File: src/rtl/n101_qspi_icb_bridge_pkg.sv
// Shared peripheral constants and types for the QSPI ICB front-end bridge.
package n101_qspi_icb_bridge_pkg;

  localparam int unsigned N101_ADDR_SIZE = 32;

  localparam logic [31:0] QSPI_BASE_ADDR = 32'h1001_4000;
  localparam int unsigned QSPI_WIN_BITS  = 12;
  localparam logic [31:0] ERR_RDATA      = 32'h0;

  localparam int unsigned OUTS_W = 2;

  typedef enum logic {
    ST_IDLE = 1'b0,
    ST_ERR  = 1'b1
  } bridge_state_e;

  typedef struct packed {
    logic        vld;
    logic        err;
    logic [31:0] data;
  } rsp_buf_t;

  function automatic logic full_word(input logic read, input logic [3:0] wmask);
    return read | (wmask == 4'hF);
  endfunction

endpackage

File: src/rtl/n101_qspi_icb_bridge_if.sv
// ICB command/response bundle; master drives commands, slave drives responses.
interface n101_qspi_icb_bridge_if
  import n101_qspi_icb_bridge_pkg::*;
#(
  parameter int unsigned ADDR_W = N101_ADDR_SIZE
);

  logic              cmd_valid;
  logic              cmd_ready;
  logic [ADDR_W-1:0] cmd_addr;
  logic              cmd_read;
  logic [31:0]       cmd_wdata;
  logic [3:0]        cmd_wmask;
  logic              rsp_valid;
  logic              rsp_ready;
  logic [31:0]       rsp_rdata;
  logic              rsp_err;

  modport master (
    output cmd_valid, cmd_addr, cmd_read, cmd_wdata, cmd_wmask, rsp_ready,
    input  cmd_ready, rsp_valid, rsp_rdata, rsp_err
  );

  modport slave (
    input  cmd_valid, cmd_addr, cmd_read, cmd_wdata, cmd_wmask, rsp_ready,
    output cmd_ready, rsp_valid, rsp_rdata, rsp_err
  );

endinterface

File: src/rtl/n101_qspi_icb_bridge.sv
// ICB front-end for the QSPI core: rejects illegal accesses locally, bounds
// outstanding commands and registers the response path in a one-entry buffer.
module n101_qspi_icb_bridge
  import n101_qspi_icb_bridge_pkg::*;
#(
  parameter int unsigned       ADDR_W    = N101_ADDR_SIZE,
  parameter logic [ADDR_W-1:0] BASE_ADDR = ADDR_W'(QSPI_BASE_ADDR),
  parameter int unsigned       WIN_BITS  = QSPI_WIN_BITS,
  parameter int unsigned       MAX_OUTS  = 2
)(
  input  logic                  clk,
  input  logic                  rst_n,
  n101_qspi_icb_bridge_if.slave  s,
  n101_qspi_icb_bridge_if.master m
);

  localparam logic [OUTS_W-1:0] MAX_OUTS_C = OUTS_W'(MAX_OUTS);

  bridge_state_e     state_q, state_d;
  logic [OUTS_W-1:0] outs_q, outs_d;
  rsp_buf_t          rbuf_q, rbuf_d;

  logic hit, aligned, fullw, legal;
  logic room, buf_free, err_ok;
  logic s_cmd_ready_c, m_cmd_valid_c, m_rsp_ready_c;
  logic err_acc, m_cmd_hs, m_rsp_hs, fwd_rsp, s_rsp_hs;

  assign hit     = s.cmd_addr[ADDR_W-1:WIN_BITS] == BASE_ADDR[ADDR_W-1:WIN_BITS];
  assign aligned = s.cmd_addr[1:0] == 2'b00;
  assign fullw   = full_word(s.cmd_read, s.cmd_wmask);
  assign legal   = hit & aligned & fullw;

  assign room     = outs_q < MAX_OUTS_C;
  assign buf_free = ~rbuf_q.vld | s.rsp_ready;
  // Error responses may only enter an otherwise empty pipe to keep order.
  assign err_ok   = (outs_q == '0) & buf_free;

  assign m_rsp_ready_c = buf_free;
  assign m_cmd_hs      = m_cmd_valid_c & m.cmd_ready;
  assign m_rsp_hs      = m.rsp_valid & m_rsp_ready_c;
  assign fwd_rsp       = m_rsp_hs & (outs_q != '0);
  assign s_rsp_hs      = rbuf_q.vld & s.rsp_ready;

  // FSM
  // state   | meaning
  // ST_IDLE | commands forwarded or rejected normally
  // ST_ERR  | error response pending upstream, command path blocked
  always_ff @(posedge clk or negedge rst_n) begin
    if (!rst_n) begin
      state_q <= ST_IDLE;
    end else begin
      state_q <= state_d;
    end
  end

  always_comb begin
    state_d = state_q;
    case (state_q)
      ST_IDLE: if (err_acc)  state_d = ST_ERR;
      ST_ERR:  if (s_rsp_hs) state_d = ST_IDLE;
      default: state_d = ST_IDLE;
    endcase
  end

  always_comb begin
    s_cmd_ready_c = 1'b0;
    m_cmd_valid_c = 1'b0;
    err_acc       = 1'b0;
    if ((state_q == ST_IDLE) && s.cmd_valid) begin
      if (legal) begin
        m_cmd_valid_c = room;
        s_cmd_ready_c = room & m.cmd_ready;
      end else begin
        s_cmd_ready_c = err_ok;
        err_acc       = err_ok;
      end
    end
  end

  // Outstanding counter; stray responses with nothing outstanding are dropped.
  always_comb begin
    outs_d = outs_q;
    case ({m_cmd_hs, fwd_rsp})
      2'b10:   outs_d = outs_q + OUTS_W'(1);
      2'b01:   outs_d = outs_q - OUTS_W'(1);
      default: outs_d = outs_q;
    endcase
  end

  always_comb begin
    rbuf_d = rbuf_q;
    if (s_rsp_hs) begin
      rbuf_d.vld = 1'b0;
    end
    if (fwd_rsp) begin
      rbuf_d = '{vld: 1'b1, err: 1'b0, data: m.rsp_rdata};
    end else if (err_acc) begin
      rbuf_d = '{vld: 1'b1, err: 1'b1, data: ERR_RDATA};
    end
  end

  always_ff @(posedge clk or negedge rst_n) begin
    if (!rst_n) begin
      outs_q <= '0;
      rbuf_q <= '0;
    end else begin
      outs_q <= outs_d;
      rbuf_q <= rbuf_d;
    end
  end

  assign s.cmd_ready = s_cmd_ready_c;
  assign s.rsp_valid = rbuf_q.vld;
  assign s.rsp_rdata = rbuf_q.data;
  assign s.rsp_err   = rbuf_q.err;

  assign m.cmd_valid = m_cmd_valid_c;
  assign m.cmd_addr  = s.cmd_addr;
  assign m.cmd_read  = s.cmd_read;
  assign m.cmd_wdata = s.cmd_wdata;
  assign m.cmd_wmask = s.cmd_wmask;
  assign m.rsp_ready = m_rsp_ready_c;

endmodule

File: src/flat_wrapper.sv
// flat-port wrapper written by rule: the top's interface ports become plain ports
module n101_qspi_icb_bridge_flat import n101_qspi_icb_bridge_pkg::*;
#(
  parameter int unsigned       ADDR_W    = N101_ADDR_SIZE,
  parameter logic [ADDR_W-1:0] BASE_ADDR = ADDR_W'(QSPI_BASE_ADDR),
  parameter int unsigned       WIN_BITS  = QSPI_WIN_BITS,
  parameter int unsigned       MAX_OUTS  = 2
)
  (clk, rst_n, s_cmd_valid, s_cmd_addr, s_cmd_read, s_cmd_wdata, s_cmd_wmask, s_rsp_ready, s_cmd_ready, s_rsp_valid, s_rsp_rdata, s_rsp_err, m_cmd_valid, m_cmd_addr, m_cmd_read, m_cmd_wdata, m_cmd_wmask, m_rsp_ready, m_cmd_ready, m_rsp_valid, m_rsp_rdata, m_rsp_err);
  n101_qspi_icb_bridge_if #(.ADDR_W(ADDR_W)) s_i ();
  n101_qspi_icb_bridge_if #(.ADDR_W(ADDR_W)) m_i ();
  input  logic clk;
  input  logic rst_n;
  input wire logic [$bits(s_i.cmd_valid)-1:0] s_cmd_valid;
  input wire logic [$bits(s_i.cmd_addr)-1:0] s_cmd_addr;
  input wire logic [$bits(s_i.cmd_read)-1:0] s_cmd_read;
  input wire logic [$bits(s_i.cmd_wdata)-1:0] s_cmd_wdata;
  input wire logic [$bits(s_i.cmd_wmask)-1:0] s_cmd_wmask;
  input wire logic [$bits(s_i.rsp_ready)-1:0] s_rsp_ready;
  output wire logic [$bits(s_i.cmd_ready)-1:0] s_cmd_ready;
  output wire logic [$bits(s_i.rsp_valid)-1:0] s_rsp_valid;
  output wire logic [$bits(s_i.rsp_rdata)-1:0] s_rsp_rdata;
  output wire logic [$bits(s_i.rsp_err)-1:0] s_rsp_err;
  output wire logic [$bits(m_i.cmd_valid)-1:0] m_cmd_valid;
  output wire logic [$bits(m_i.cmd_addr)-1:0] m_cmd_addr;
  output wire logic [$bits(m_i.cmd_read)-1:0] m_cmd_read;
  output wire logic [$bits(m_i.cmd_wdata)-1:0] m_cmd_wdata;
  output wire logic [$bits(m_i.cmd_wmask)-1:0] m_cmd_wmask;
  output wire logic [$bits(m_i.rsp_ready)-1:0] m_rsp_ready;
  input wire logic [$bits(m_i.cmd_ready)-1:0] m_cmd_ready;
  input wire logic [$bits(m_i.rsp_valid)-1:0] m_rsp_valid;
  input wire logic [$bits(m_i.rsp_rdata)-1:0] m_rsp_rdata;
  input wire logic [$bits(m_i.rsp_err)-1:0] m_rsp_err;
  assign s_i.cmd_valid = s_cmd_valid;
  assign s_i.cmd_addr = s_cmd_addr;
  assign s_i.cmd_read = s_cmd_read;
  assign s_i.cmd_wdata = s_cmd_wdata;
  assign s_i.cmd_wmask = s_cmd_wmask;
  assign s_i.rsp_ready = s_rsp_ready;
  assign s_cmd_ready = s_i.cmd_ready;
  assign s_rsp_valid = s_i.rsp_valid;
  assign s_rsp_rdata = s_i.rsp_rdata;
  assign s_rsp_err = s_i.rsp_err;
  assign m_cmd_valid = m_i.cmd_valid;
  assign m_cmd_addr = m_i.cmd_addr;
  assign m_cmd_read = m_i.cmd_read;
  assign m_cmd_wdata = m_i.cmd_wdata;
  assign m_cmd_wmask = m_i.cmd_wmask;
  assign m_rsp_ready = m_i.rsp_ready;
  assign m_i.cmd_ready = m_cmd_ready;
  assign m_i.rsp_valid = m_rsp_valid;
  assign m_i.rsp_rdata = m_rsp_rdata;
  assign m_i.rsp_err = m_rsp_err;
  n101_qspi_icb_bridge #(.ADDR_W(ADDR_W), .BASE_ADDR(BASE_ADDR), .WIN_BITS(WIN_BITS), .MAX_OUTS(MAX_OUTS)) u_core (.clk(clk), .rst_n(rst_n), .s(s_i), .m(m_i));
endmodule
File: config.mk
export PLATFORM = sky130hd
export DESIGN_NAME = n101_qspi_icb_bridge_flat
export DESIGN_NICKNAME = d
export VERILOG_FILES = /design/src/rtl/n101_qspi_icb_bridge_pkg.sv /design/src/rtl/n101_qspi_icb_bridge_if.sv /design/src/rtl/n101_qspi_icb_bridge.sv /design/src/flat_wrapper.sv
export SDC_FILE = /design/constraint.sdc
export NUM_CORES = 1
export LEC_CHECK = 0
export CAP_MARGIN = 25
export CORE_UTILIZATION = 33
export DETAILED_ROUTE_END_ITERATION = 12
export GPL_TIMING_DRIVEN = 0
export PLACE_DENSITY = 0.87
export SETUP_SLACK_MARGIN = 0.15
export SKIP_CTS_REPAIR_TIMING = 1
export SYNTH_ARGS = -nofsm -noshare
export SYNTH_HDL_FRONTEND = slang
export SYNTH_SLANG_ARGS = --single-unit
File: constraint.sdc
create_clock -name clk -period 4.9 [get_ports clk]
set_clock_uncertainty 0.1 [all_clocks]
set_input_delay 0.98 -clock clk [delete_from_list [all_inputs] [get_ports clk]]
set_output_delay 0.98 -clock clk [all_outputs]
set_load 0.05 [all_outputs]
* Yosys cells after proc, flatten, opt, wreduce, memory -nomap -nowiden *
Cells that the tools add are included.

operators by class
  $add $sub $neg = 2
  $lt $le $gt $ge = 1
  equal/unequal tests = 4
  mux-type cells = 13
  bitwise operators = 12
  reductions and logical operators = 7

operators by type and width
  cell                    number
  $mux W34                2
  $eq A20 B17 Y1 const B  1
  $mux W1                 9
  $and A1 B1 Y1           8
  $reduce_bool A2 Y1      3
  $eq A4 B4 Y1 const B    1
  $logic_not A2 Y1        2
  $pmux W2 S2             1
  $reduce_bool A3 Y1      1
  $add A2 B1 Y2 const B   1
  $eq A2 B1 Y1 const B    1
  $eq A2 B2 Y1 const B    1
  $lt A2 B2 Y1 const B    1
  $not A1 Y1              2
  $or A1 B1 Y1            2
  $pmux W1 S2             1
  $sub A2 B1 Y2 const B   1
  $logic_and A1 B1 Y1     1

storage, ports and cells
  flip-flop bits (word level) = 37
  bits of input ports = 108
  output and inout port bits = 106
  word-level logic and storage cells = 44

* Logic depth before layout (Yosys ltp) *
Gate-level depths: netlist of run 1.

  depth after elaboration = 8
  gate-level depth with buffers = 10
  mapped depth without buffers = 8

* Worst setup path before layout of run 1 *
Ideal clock, no wire load.

  kind = input to output
  from = input s_cmd_addr[19]
  to = output s_cmd_ready
  arrival time = 2.357 ns
  data required time = 3.820 ns
  slack = 1.463 ns
  stages = 4
  buffers on the path = 0
  cell sequence = or4_4 > nor4_4 > nand4_1 > nand2_1

on the way
  cells in the longest elaborated chain, start to end = 5

RTL lines
  element                      line                        RTL
  start, declared              flat_wrapper.sv:15          input wire logic [$bits(s_i.cmd_addr)-1:0] s_cmd_addr;
  $eq A20 B17 Y1               n101_qspi_icb_bridge.sv:28  assign hit = s.cmd_addr[ADDR_W-1:WIN_BITS] == BASE_ADDR[ADDR_W-1:WIN_BITS];
  $and A1 B1 Y1 (2 in series)  n101_qspi_icb_bridge.sv:31  assign legal = hit & aligned & fullw;
  $mux W1                      n101_qspi_icb_bridge.sv:70  if (legal) begin
  $mux W1                      n101_qspi_icb_bridge.sv:69  if ((state_q == ST_IDLE) && s.cmd_valid) begin
  end, declared                flat_wrapper.sv:20          output wire logic [$bits(s_i.cmd_ready)-1:0] s_cmd_ready;

No other way between the ends.

* Worst setup path after layout of run 1 *
Same ends and word-level chain as after synthesis.

==> flow_metrics.tcl, run 1 <==
set metrics [dict create \
    r2r_cells 9 \
    cts_max_level 2 \
    hp-start "u_core.s.rsp_err" \
    grt_pass1_vias 2148 \
    place.gp.congestion 0.726 \
    antenna_found_initial 0 \
    r2r-start "u_core.s.rsp_valid" \
    routed_via_density 4.36 \
    synth_area_per_cell_um2 9.30 \
    via_count 2165 \
    cts_tree "built" \
    synth_nets 351 \
    layout_setup_ws_ns 0.385 \
    r2r_setup_slack_ns 2.56 \
    post_drt_wl_per_cell_um 13.5 \
    nNetsFinal 528 \
    crit_family "simple AND/OR/NAND/NOR gates" \
    antenna-diode-count 0 \
    ioPinCount 214 \
    numCtsBuffers 5 \
    p_total_mw 1.08 \
    critPathArrivalTime_ns 3.44 \
    status "finished, violations left" \
    powerDensity_nw_per_um2 261 \
    drc 13 \
    detailroute.wirelength.met3_um 586 \
    ys_ff_latch 37 \
    fin_crit_ns 4.52 \
    die_w_um 84.6 \
    pre_cts_ws_ns 0.365 \
    maxCapViolations 0 \
    tightest_slew_ns 0.829 \
    crit_path_frequent_cell "clkdlybuf4s50_1" \
    maxSlewHeadroom_pct 44.7 \
    cp-end-kind "output pin" \
    synth_area_um2 2250 \
    slew_violations 0 \
    crit_path_start "s_cmd_addr[19]" \
    grt_max_degree 38 \
    r2r-end "u_core.outs_q[1]" \
    ir_drop_v 0.000238 \
    max_stage_delay_ns 0.80 \
    cts_sinks 37 \
    power.leakage_nw 1.82 \
    seq_area_frac_synth_pct 41.1 \
    rsz0062_at_grt "false" \
    final_common_cell "clkdlybuf4s50_1" \
    place_area_um2 4040 \
    fmaxAchievable_ghz 0.221 \
    root_buffer "clkbuf_8" \
    hold_class "reg2reg" \
    final_util_pct 64.4 \
    core-area_um2 6460 \
    antenna_left 0 \
    met1Wirelength_um 2520 \
    top_layer "met4" \
    ys_types 30 \
    grt.total_usage_pct 18.3 \
    finalCritPeriodShare_pct 92.1 \
    firstDrtPassIters 9 \
    clockBufferDepth 2 \
    critPathBufInv 2 \
    worstSetupPathType "in2out" \
    fin_tns_setup_ns 0 \
    grt_pass1_wl_um 10600 \
    area_growth_pct 84.8 \
    netlist_instances 242 \
    clk_pin_slew_ns 0.08 \
    drive_gt1_share_pct 26.9 \
    route.met2.wl_um 3580 \
    worstSkewPairLatency_ns 0.27 \
    start_util_pct 34.9 \
    rows 29 \
    setup.worst_path.start_class "input pin" \
    portBuffers 170 \
    slowest_stage "clkdlybuf4s50_1" \
    required_ns 3.82 \
    drt_first_iter_violations 68 \
    hold_viol_final 0 \
    final_cell_mix "clkdlybuf4s50_1 (169), buf_4 (69), nand2_1 (68)" \
    crit_path_max_fanout 4 \
    stdcell_area_um2 4160 \
    violations "DRC" \
    cp.depth 6 \
    dieArea_um2 7160 \
    cp-endpoint "s_cmd_ready" \
    setup_viol 0 \
    crit_chain "clkdlybuf4s50_1, or4_4, nor4_4, nand4_1, nand2_1, clkdlybuf4s50_1" \
    yosys_warnings 0 \
    grt_overflow 0 \
    wirelength_um 6700 \
    die_h_um 84.6 \
    detailed_place_hpwl_um 5400 \
]
## sequential cells by signal (all words and copies together) (netlist names)
signal	count
u_core.outs_q	2
u_core.s.rsp_err	1
u_core.s.rsp_rdata	32
u_core.s.rsp_valid	1
u_core.state_q	1
## cell type report
cell class / count / area (um2)
fillers: 536 / 2300
well taps: 77 / 96.3
clock inverters: 1 / 30.0
repair buffers: 170 / 1700
clock buffers: 7 / 86.3
multi-input cells: 123 / 734
flip-flops and latches: 37 / 926
plain buffers: 79 / 579
inverters: 3 / 11.3
## worst min path at each step
stage / to / slack, ns / cells after the start
after floorplan: u_core.state_q / 0.34 / 1
after global placement: u_core.state_q / 0.36 / 1
after detailed placement: u_core.s.rsp_err / 0.37 / 2
after CTS: u_core.s.rsp_err / 0.38 / 2
after global routing: u_core.state_q / 0.42 / 1
final: u_core.s.rsp_err / 0.39 / 2
## worst register-to-register path, delay by kind of cell (launching register included)
kind,cells,cell delay [ns]
buffers and inverters,4,0.70
and+or+nand+nor,3,0.55
adders and majority gates,1,0.40
DFF,1,0.37
xor gates and xnor gates,1,0.15
## cells in the mapped netlist, drive strengths merged
cell type  count  area, um2
nor2           1       3.75
a2111o         1       11.3
dfrtp         37        926
and4           1       8.76
ha             1       12.5
nand2b         1       6.26
a2111oi        1       27.5
a41oi          1       8.76
xor2           1       8.76
inv            3       11.3
o21ai         33        267
nor4           3       33.8
nand3          1       5.00
or4            1       11.3
nor2b          1       6.26
or3b           1       8.76
buf           73        557
xnor2          2       17.5
nand4          1       6.26
and4bb         1       12.5
nand2         68        255
and3           1       7.51
clkbuf         6       22.5
a21o           1       7.51
nor4b          1       8.76
## through the flow
step / hold WS, ns / std cells
floorplan: 0.344 / 242
global placement: 0.357 / 489
detailed placement: 0.365 / 489
CTS: 0.384 / 497
global route: 0.420 / 497
finish: 0.385 / 497
## where the power goes
| part | total [mW] | switching [mW] | leakage, nW | internal (mW) |
|---|---|---|---|---|
| clock | 0.270 | 0.104 | 0.0585 | 0.166 |
| combinational | 0.477 | 0.283 | 1.25 | 0.194 |
| sequential | 0.337 | 0.0120 | 0.508 | 0.325 |
## cells by family (layout without fill, tap and decap cells)
group / Yosys count / after routing / share of synthesized area (%)
AO/OA/AOI/OAI: 37 / 37 / 14.3
XOR/XNOR: 3 / 3 / 1.17
adder cells (fa/ha/maj): 1 / 1 / 0.556
buffers and inverters: 82 / 260 / 26.2
flip-flops: 37 / 37 / 41.1
AND/OR/NAND/NOR: 82 / 82 / 16.6
## metal layers
| layer | vias to the layer above | track usage [%] |
|---|---|---|
| li1 | 1075 | - |
| met1 | 985 | 21.3 |
| met2 | 103 | 34.6 |
| met3 | 2 | 5.11 |
| met4 | 0 | 1.39 |
| met5 | - | 0 |
Power figures use the tool's default switching activity.
==> run 2, diff against run 1 <==
--- a/config.mk
+++ b/config.mk
@@ -10,7 +10,7 @@
 export DETAILED_ROUTE_END_ITERATION = 12
 export GPL_TIMING_DRIVEN = 0
 export PLACE_DENSITY = 0.87
-export SETUP_SLACK_MARGIN = 0.15
+export SETUP_SLACK_MARGIN = 0.1
 export SKIP_CTS_REPAIR_TIMING = 1
 export SYNTH_ARGS = -nofsm -noshare
 export SYNTH_HDL_FRONTEND = slang
==> results of run 2 <==
Same layout as run 1: the final DEF is identical, and so are final timing and power.
